--- src/rtl/key_debounce.sv ---
// -----------------------------------------------------------------------------
// key_debounce
//
// Debounces NKEYS independent active-low mechanical key inputs. Each raw pin
// is first brought into the clock domain through a two-flop synchronizer.
// A per-channel counter then requires DEBOUNCE_CYCLES consecutive cycles of
// disagreement between the synchronized level and the accepted level before
// the accepted level flips. Accepted edges produce single-cycle press/release
// pulses. A press also sets a sticky event flag, which software clears by
// writing 1 to it. The interrupt line is the OR of all sticky flags.
//
// Ports
//   clock        in   system clock, rising-edge only
//   reset        in   synchronous active-high reset
//   key_n_i      in   [NKEYS] raw asynchronous key pins, 0 = pressed
//   event_clr_i  in   [NKEYS] write-1-to-clear strobes for event_o
//   key_o        out  [NKEYS] debounced level, 1 = pressed
//   press_o      out  [NKEYS] one-cycle pulse per accepted press
//   release_o    out  [NKEYS] one-cycle pulse per accepted release
//   event_o      out  [NKEYS] sticky press flags
//   irq_o        out  OR of all event_o bits
//
// Latency from a clean pin edge to key_o is DEBOUNCE_CYCLES + 2 cycles:
// two synchronizer stages followed by DEBOUNCE_CYCLES mismatching cycles.
// -----------------------------------------------------------------------------
module key_debounce #(
  parameter int NKEYS           = 2,
  parameter int DEBOUNCE_CYCLES = 240000
) (
  input  logic             clock,
  input  logic             reset,
  input  logic [NKEYS-1:0] key_n_i,
  input  logic [NKEYS-1:0] event_clr_i,
  output logic [NKEYS-1:0] key_o,
  output logic [NKEYS-1:0] press_o,
  output logic [NKEYS-1:0] release_o,
  output logic [NKEYS-1:0] event_o,
  output logic             irq_o
);

  // Counter only has to reach DEBOUNCE_CYCLES-1, so ceil(log2(N)) bits suffice.
  localparam int             CNT_W   = $clog2(DEBOUNCE_CYCLES);
  localparam logic [CNT_W-1:0] CNT_MAX = CNT_W'(DEBOUNCE_CYCLES - 1);
  localparam logic [CNT_W-1:0] CNT_ONE = CNT_W'(1);

  logic [NKEYS-1:0] sync1_q, sync1_d;
  logic [NKEYS-1:0] sync2_q, sync2_d;
  logic [CNT_W-1:0] cnt_q [NKEYS];
  logic [CNT_W-1:0] cnt_d [NKEYS];
  logic [NKEYS-1:0] key_q, key_d;
  logic [NKEYS-1:0] press_q, press_d;
  logic [NKEYS-1:0] release_q, release_d;
  logic [NKEYS-1:0] event_q, event_d;

  // Sampled level: synchronized pin, inverted to active-high.
  logic [NKEYS-1:0] s;
  assign s = ~sync2_q;

  // Next-state logic for every channel. A channel whose sampled level agrees
  // with its accepted level holds its counter at zero, so any single-cycle
  // return to the accepted level throws away all accumulated credit. When the
  // counter has already seen DEBOUNCE_CYCLES-1 mismatches, the current
  // mismatch is the last one needed: the level flips and the counter clears
  // instead of incrementing, so it can never pass CNT_MAX or wrap.
  always_comb begin
    sync1_d   = key_n_i;
    sync2_d   = sync1_q;
    key_d     = key_q;
    press_d   = '0;
    release_d = '0;
    for (int k = 0; k < NKEYS; k++) begin
      cnt_d[k] = '0;
      if (s[k] != key_q[k]) begin
        if (cnt_q[k] == CNT_MAX) begin
          key_d[k]     = s[k];
          press_d[k]   = s[k];
          release_d[k] = ~s[k];
        end else begin
          cnt_d[k] = cnt_q[k] + CNT_ONE;
        end
      end
    end
    // Set wins over clear so a press landing on a clear strobe is kept.
    event_d = (event_q & ~event_clr_i) | press_d;
  end

  // All state is registered here. Synchronizers reset to 1 (released pins)
  // so that a key held down through reset is seen as a fresh press once
  // reset is removed and goes through the full debounce interval.
  always_ff @(posedge clock) begin
    if (reset) begin
      sync1_q   <= '1;
      sync2_q   <= '1;
      key_q     <= '0;
      press_q   <= '0;
      release_q <= '0;
      event_q   <= '0;
      for (int k = 0; k < NKEYS; k++) begin
        cnt_q[k] <= '0;
      end
    end else begin
      sync1_q   <= sync1_d;
      sync2_q   <= sync2_d;
      key_q     <= key_d;
      press_q   <= press_d;
      release_q <= release_d;
      event_q   <= event_d;
      for (int k = 0; k < NKEYS; k++) begin
        cnt_q[k] <= cnt_d[k];
      end
    end
  end

  assign key_o     = key_q;
  assign press_o   = press_q;
  assign release_o = release_q;
  assign event_o   = event_q;
  assign irq_o     = |event_q;

endmodule

--- config.mk ---
export PLATFORM = sky130hd
export DESIGN_NAME = key_debounce
export DESIGN_NICKNAME = d
export VERILOG_FILES = /design/src/rtl/key_debounce.sv
export SDC_FILE = /design/constraint.sdc
export NUM_CORES = 1
export LEC_CHECK = 0
export ABC_AREA = 0
export CORE_MARGIN = 5
export CORE_UTILIZATION = 60
export CTS_BUF_LIST = sky130_fd_sc_hd__clkbuf_4 sky130_fd_sc_hd__clkbuf_8
export CTS_CLUSTER_SIZE = 14
export DETAILED_ROUTE_END_ITERATION = 16
export PLACE_DENSITY = 0.89
export SKIP_CTS_REPAIR_TIMING = 1
export SLEW_MARGIN = 20
export SYNTH_ARGS = -nofsm -noshare
export SYNTH_HDL_FRONTEND = slang
export SYNTH_SLANG_ARGS = --single-unit
--- constraint.sdc ---
create_clock -name clock -period 1.98 [get_ports clock]
set_input_delay 0.396 -clock clock [delete_from_list [all_inputs] [get_ports clock]]
set_output_delay 0.396 -clock clock [all_outputs]
set_load 0.02 [all_outputs]
==> results of run 1 <==
## placed cells by master (no fill, tap or decap), drive strengths merged, types with 3 or more instances in the layout
cell type       n
or4             4
a21oi           9
clkdlybuf4s50  13
nor2           37
inv             5
xor2           11
nor3           10
nand4           9
o21ai           3
xnor2          18
clkbuf          6
dfxtp          48
nor4           12
or3             3
buf            14
nand3          16
or2             5
nand2          12
and3            3
## worst paths after layout
check / slack (ns) / end / start
min: 0.44 / sync2_q[1] / sync1_q[1]
max reg2reg: 0.13 / cnt_q[0][33] / cnt_q[0][25]
min reg2reg: 0.44 / sync2_q[1] / sync1_q[1]
max: 0.11 / key_o[0] / key_o[0]
## state kept, by name, summed over array words and instances (netlist names)
signal	count
cnt_q	36
event_o	2
key_o	2
press_o	2
release_o	2
sync1_q	2
sync2_q	2
## layer usage
metal	vias up	global-route usage [%]	share of wire, %	wire length, microns
met1	782	21.66	43	1771
li1	860	-	-	-
met2	32	36.31	52	2128
met3	5	4.700	3.5	144
met5	-	0	0	0
met4	0	5.839	1.2	49
## report_power, final
part           total [mW]  leakage, nW  internal, mW  switching, mW
Sequential          0.975        0.388         0.971        0.00389
Combinational      0.0316        0.371        0.0174         0.0142
Clock               0.436       0.0315         0.145          0.291
## cell type report
class	instances	area, sq um
Multi-Input combinational cell	168	1086
Sequential cell	48	962.2
Fill cell	268	940.9
Timing Repair Buffer	28	247.7
Tap cell	46	57.56
Clock buffer	6	45.04
Inverter	5	18.77
Clock inverter	1	5.005
## synth_stat cells (all sizes together)
| library cell | number | area [sq um] |
|---|---|---|
| dfxtp | 48 | 960.9 |
| nor2 | 37 | 138.9 |
| xnor2 | 18 | 157.7 |
| nand3 | 16 | 90.09 |
| nand2 | 12 | 47.55 |
| nor4 | 12 | 96.34 |
| xor2 | 11 | 96.34 |
| nor3 | 10 | 50.05 |
| a21oi | 9 | 45.04 |
| nand4 | 9 | 77.57 |
| inv | 5 | 18.77 |
| or2 | 5 | 31.28 |
| buf | 4 | 35.03 |
| or4 | 4 | 37.53 |
| and3 | 3 | 18.77 |
| o21ai | 3 | 15.01 |
| or3 | 3 | 18.77 |
| a211o | 2 | 20.02 |
| and4 | 2 | 17.52 |
| ha | 2 | 25.02 |
| nand2b | 2 | 12.51 |
| a21o | 1 | 7.510 |
| a41o | 1 | 10.01 |
| clkbuf | 1 | 3.750 |
| nand4b | 1 | 8.760 |
| nand4bb | 1 | 11.26 |
| nor2b | 1 | 6.260 |
| nor4bb | 1 | 10.01 |
| o31ai | 1 | 7.510 |
| or4b | 1 | 10.01 |
## cells by family (layout without fill, tap and decap cells)
group | Yosys count | in the layout | synth area share [%]
buffers and inverters | 10 | 40 | 2.759
adders and majority gates | 2 | 2 | 1.200
DFF | 48 | 48 | 46.07
and+or+nand+nor | 120 | 120 | 32.75
xor gates and xnor gates | 29 | 29 | 12.18
AOI/OAI and AO/OA | 17 | 17 | 5.039
==> results.md, run 1 <==
* Outcome: complete, no violations
* Max-Cap Viols at 0
* Yosys warning count at 0
* Post-Place Worst Slack at 0.1233 ns
* Clock buffer depth at 2
* Avg Cell Area, Syn at 9.229 sq um
* Setup TNS at 0 ns
* Vias in the first global route at 1621
* Max frequency at 0.5346 GHz
* TritonCTS clock tree: yes
* 1st-iter DRT viols at 88
* Worst VDD drop at 0.4219 mV
* Syn Inst Count at 226
* Total gr overflow at 0
* Final net count at 264
* Post-DR wirelength/cell at 13.55 microns
* Initial antenna violation count at 0
* Slew headroom at 76.14%
* PnR worst setup slack at 0.1094 ns
* RSZ-0062 raised after global routing: false
* # IOs at 15
* Core Area at 3363 sq um
* CP Capture Type: output port
* Layout area overhead at 16.14%
* Via-to-Cell Ratio at 5.560
* Clock sink count at 48
* Sequential share of the synthesized area at 46.07%
* Post-Syn Nets at 234
* Critical path class: reg2out
* Unique masters post-synth at 39
* IO Port Bufs at 14
* Final setup fails at 0
* Post-route cell area at 2422 sq um
* Fin cells at 302
* Final ANT Viol Nets at 0
* Min Clock Period, post-route at 1.871 ns
* Crit path required time at 1.58 ns
* Max Slew Vio Count at 0
* GPL Wtd Cong at 0.8047
* Vert. Die Dim at 68.96 microns
* Initial Util at 62.02%
* Drt drc at 0
* Placed Instances at 295
* DR pass1 iterations at 4
* Core Rows at 21
* CP Buf/Inv Count at 1
* H-Tree Depth at 2
* Vias at 1679
* Family with the most delay on the worst path: buffers and inverters
* Hold Path Depth at 1
* Synthesized area at 2086 sq um
* Tot GR Track Use at 19.49%
* CP Launch Type: flop
* ANT cells at 0
* Root buf cell: clkbuf_4
* Fin crit share at 94.47%
* Pleak at 0.7909 nW
* Crit-path max FO at 6
* HPWL after DPL at 3025 microns
* Placed Area at 2350 sq um
* Slowest Stage Delay on Critical Path at 0.65 ns
* CTS clock-pin slew for the worst setup and hold paths at 0.12 ns
* Reg2reg path depth at 4
* DIE AREA at 4755 sq um
* Worst hold path type: reg2reg
* Power Density at 595.4 nW/um^2
* Synth Register Bits at 48
* Tot Pwr at 1.442 mW
* Worst skew pair latency at 0.35 ns
* Largest net degree at the start of global routing at 19
* CP Depth at 1
* Final Util at 72.02%
* Worst-Margin Slew at 0.3546 ns
* Crit path DAT at 1.47 ns
* Clk_skew at 0.006628 ns
* Fraction of layout cells with a size suffix above 1 at 15.23%
* Final Hold Vio Count at 0
* WL final at 4093 microns
* CP cell instances: clkdlybuf4s50_1
* Fin Hold WS at 0.4355 ns
* Die width at 68.96 microns
* CTS Buf Count at 5
* Slowest stage cell on the critical path: clkdlybuf4s50_1
* First-pass GRT wire length at 6906 microns
Note: power is estimated with default switching activity, not from simulation.
==> run 2: changes to the inputs <==
--- a/config.mk
+++ b/config.mk
@@ -5,13 +5,13 @@
 export SDC_FILE = /design/constraint.sdc
 export NUM_CORES = 1
 export LEC_CHECK = 0
-export ABC_AREA = 0
+export ABC_AREA = 1
 export CORE_MARGIN = 5
-export CORE_UTILIZATION = 60
+export CORE_UTILIZATION = 61
 export CTS_BUF_LIST = sky130_fd_sc_hd__clkbuf_4 sky130_fd_sc_hd__clkbuf_8
 export CTS_CLUSTER_SIZE = 14
 export DETAILED_ROUTE_END_ITERATION = 16
-export PLACE_DENSITY = 0.89
+export PLACE_DENSITY = 0.9
 export SKIP_CTS_REPAIR_TIMING = 1
 export SLEW_MARGIN = 20
 export SYNTH_ARGS = -nofsm -noshare
==> run 2 against run 1 <==
Wire length increased by 3.8%. Clock power up 60%. Cell area increased by 5.3%. Sequential share of layout area shrank 2.0 points. Largest cell class unchanged. Sequential cell count unchanged. Via count grew 16%. Count of clock-buffer cells in the layout is the same. Hold slack got worse by 0.024 ns. Sequential power about the same. Maximum frequency up 1.4%. Die area grew 6.0%. Largest power group unchanged. Critical path depth rose by 1.
==> results.md, run 2 <==
* Async SR Flop Fraction at 0% (unchanged)
* Biggest register: cnt_q (unchanged)
* # IOs at 15 (unchanged)
* Crit path required time at 1.58 ns (about the same)
* Crit path launch: event_o[0] (was key_o[0])
* Power Density at 667.0 nW/um^2 (was 595.4 nW/um^2)
* Top-count cell post-synth: nand2_1 (was dfxtp_1)
* Core Area at 3633 sq um (was 3363 sq um)
* CTS clock-pin slew for the worst setup and hold paths at 0.08 ns (was 0.12 ns)
* RSZ-0062 raised after global routing: false (unchanged)
* Total gr overflow at 0 (unchanged)
* Pleak at 0.8973 nW (was 0.7909 nW)
* CP Capture Type: output port (unchanged)
* Avg Cell Area, Syn at 7.137 sq um (was 9.229 sq um)
* Syn Inst Count at 318 (was 226)
* Largest net degree at the start of global routing at 18 (was 19)
* Hold Path Depth at 1 (unchanged)
* Synth Register Bits at 48 (unchanged)
* Root buf cell: clkbuf_8 (was clkbuf_4)
* Unique masters post-synth at 24 (was 39)
* Via-to-Cell Ratio at 5.034 (was 5.560)
* Crit-path max FO at 3 (was 6)
* Yosys warning count at 0 (unchanged)
* Fraction of layout cells with a size suffix above 1 at 10.36% (was 15.23%)
* Max-Cap Viols at 0 (unchanged)
* H-Tree Depth at 2 (unchanged)
* Fin crit share at 93.20% (was 94.47%)
* Number of enable-type register cells in the synthesized netlist at 0 (unchanged)
* Setup TNS at 0 ns (unchanged)
* CP Launch Type: flop (unchanged)
* TritonCTS clock tree: yes (unchanged)
* Vias in the first global route at 1852 (was 1621)
* Max FFs per register at 36 (unchanged)
* Final Hold Vio Count at 0 (unchanged)
* Max Slew Vio Count at 0 (unchanged)
* Most frequent cells in the layout: nand2_1, nor2_1, dfxtp_1 (was dfxtp_1, nor2_1, xnor2_1)
* Worst skew pair latency at 0.30 ns (was 0.35 ns)
* Initial Util at 62.47% (was 62.02%)
* Clock buffer depth at 2 (unchanged)
* Slew headroom at 79.03% (was 76.14%)
* Final setup fails at 0 (unchanged)
* Worst-Margin Slew at 0.3134 ns (was 0.3546 ns)
* First-pass GRT wire length at 7583 microns (was 6906 microns)
* Primary FF master, synth: dfxtp_1 (unchanged)
* Min-Delay Startpoint: sync1_q[0] (was sync1_q[1])
* Family with the most delay on the worst path: buffers and inverters (unchanged)
* CTS Buf Count at 5 (unchanged)
* Clk_skew at 0.009398 ns (was 0.006628 ns)
* Clock sink count at 48 (unchanged)
* Final ANT Viol Nets at 0 (unchanged)
* Reg2reg path depth at 8 (was 4)
* Worst hold path type: reg2reg (unchanged)
* ANT cells at 0 (unchanged)
* Outcome: complete, no violations (unchanged)
* HPWL after DPL at 3181 microns (was 3025 microns)
* Worst r2r src: cnt_q[0][0] (was cnt_q[0][25])
* Initial antenna violation count at 0 (unchanged)
* DR pass1 iterations at 4 (unchanged)
* Vert. Die Dim at 71 microns (was 68.96 microns)
* Area contributors post-synth: dfxtp_1, nand2_1, nor2_1 (was dfxtp_1, xnor2_1, nor2_1)
* Synthesized area at 2270 sq um (was 2086 sq um)
* Slowest stage cell on the critical path: clkdlybuf4s50_1 (unchanged)
* Fillers at 307 (was 268)
* Synth top area share at 42.34% (was 46.07%)
* Tot GR Track Use at 18.28% (was 19.49%)
* Sequential share of the synthesized area at 42.34% (was 46.07%)
* Synth area leader: dfxtp_1 (unchanged)
* Worst VDD drop at 0.4621 mV (was 0.4219 mV)
* GPL Wtd Cong at 0.8561 (was 0.8047)
* Post-DR wirelength/cell at 11.01 microns (was 13.55 microns)
* 1st-iter DRT viols at 124 (was 88)
* Slowest Stage Delay on Critical Path at 0.54 ns (was 0.65 ns)
* Min Clock Period, post-route at 1.845 ns (was 1.871 ns)
* Final Util at 70.18% (was 72.02%)
* CP Buf/Inv Count at 1 (unchanged)
* Final net count at 345 (was 264)
* Critical path class: reg2out (unchanged)
* Most common cell after layout, fill and taps aside: nand2_1 (was dfxtp_1)
* Max frequency at 0.5419 GHz (was 0.5346 GHz)
* Drt drc at 0 (unchanged)
* Post-Syn Nets at 326 (was 234)
* Synth top cells by count: nand2_1, nor2_1, dfxtp_1 (was dfxtp_1, nor2_1, xnor2_1)
* CP Depth at 2 (was 1)
* IO Port Bufs at 14 (unchanged)
* DIE AREA at 5041 sq um (was 4755 sq um)
* Crit path DAT at 1.45 ns (was 1.47 ns)
* WL final at 4249 microns (was 4093 microns)
* Vias at 1943 (was 1679)
* Die width at 71 microns (was 68.96 microns)
* Layout area overhead at 12.35% (was 16.14%)
* CP cell instances: or2_2, clkdlybuf4s50_1 (was clkdlybuf4s50_1)
* Core Rows at 22 (was 21)
[run 2: cell types whose count changed after synthesis, sizes merged, moves of 7 or more]
cell / previous run / this run
nor4: 12 / 0
xnor2: 18 / 3
nand2: 12 / 79
nor2: 37 / 75
inv: 5 / 40
nor3: 10 / 3
[run 2: report_power, final]
part | internal, mW | switching, mW | leakage [nW]
combinational | 0.0149 | 0.0146 | 0.451
clock | 0.389 | 0.311 | 0.0586
sequential | 0.969 | 0.00289 | 0.388
[run 2: per-layer routing]
metal | global-route usage (%) | routed length (microns) | up-vias
li1 | - | - | 1016
met1 | 21.60 | 1908 | 884
met2 | 31.51 | 2119 | 35
met3 | 4.119 | 157 | 8
met4 | 8.142 | 63 | 0
met5 | 0 | 0 | -
[run 2: cell families after synthesis]
family	after synthesis	synth area share, %
simple gates	190	37.65
flops	48	42.34
buf+inv	42	7.993
compound gates	20	4.741
xor+xnor	16	6.174
fa+ha+maj	2	1.102
[run 2: final timing paths]
path | to | slack [ns]
max | irq_o | 0.13
min | sync2_q[0] | 0.41
max reg2reg | cnt_q[0][16] | 0.49
min reg2reg | sync2_q[0] | 0.41
[run 2: stage by stage]
stage	std cells	instance area [sq um]	total power, mW	setup WS (ns)	hold slack, ns
3_5_place_dp	378	2439	1.025	0.2746	0.3940
6_report	386	2550	1.701	0.1346	0.4118
4_1_cts	386	2550	1.715	0.1164	0.4137
2_1_floorplan	318	2270	1.014	0.6870	0.3895
5_1_grt	386	2550	1.765	0.07539	0.4270
3_3_place_gp	378	2439	1.024	0.3536	0.3937
[run 2: cell type report]
cell class / instances / area (sq um) / share of cell area (%)
well taps: 48 / 60.06 / 2.355
clock inverters: 2 / 35.03 / 1.374
multi-input cells: 228 / 1127 / 44.21
flip-flops and latches: 48 / 960.9 / 37.68
clock buffers: 6 / 76.32 / 2.993
inverters: 40 / 150.1 / 5.888
repair buffers: 14 / 140.1 / 5.496
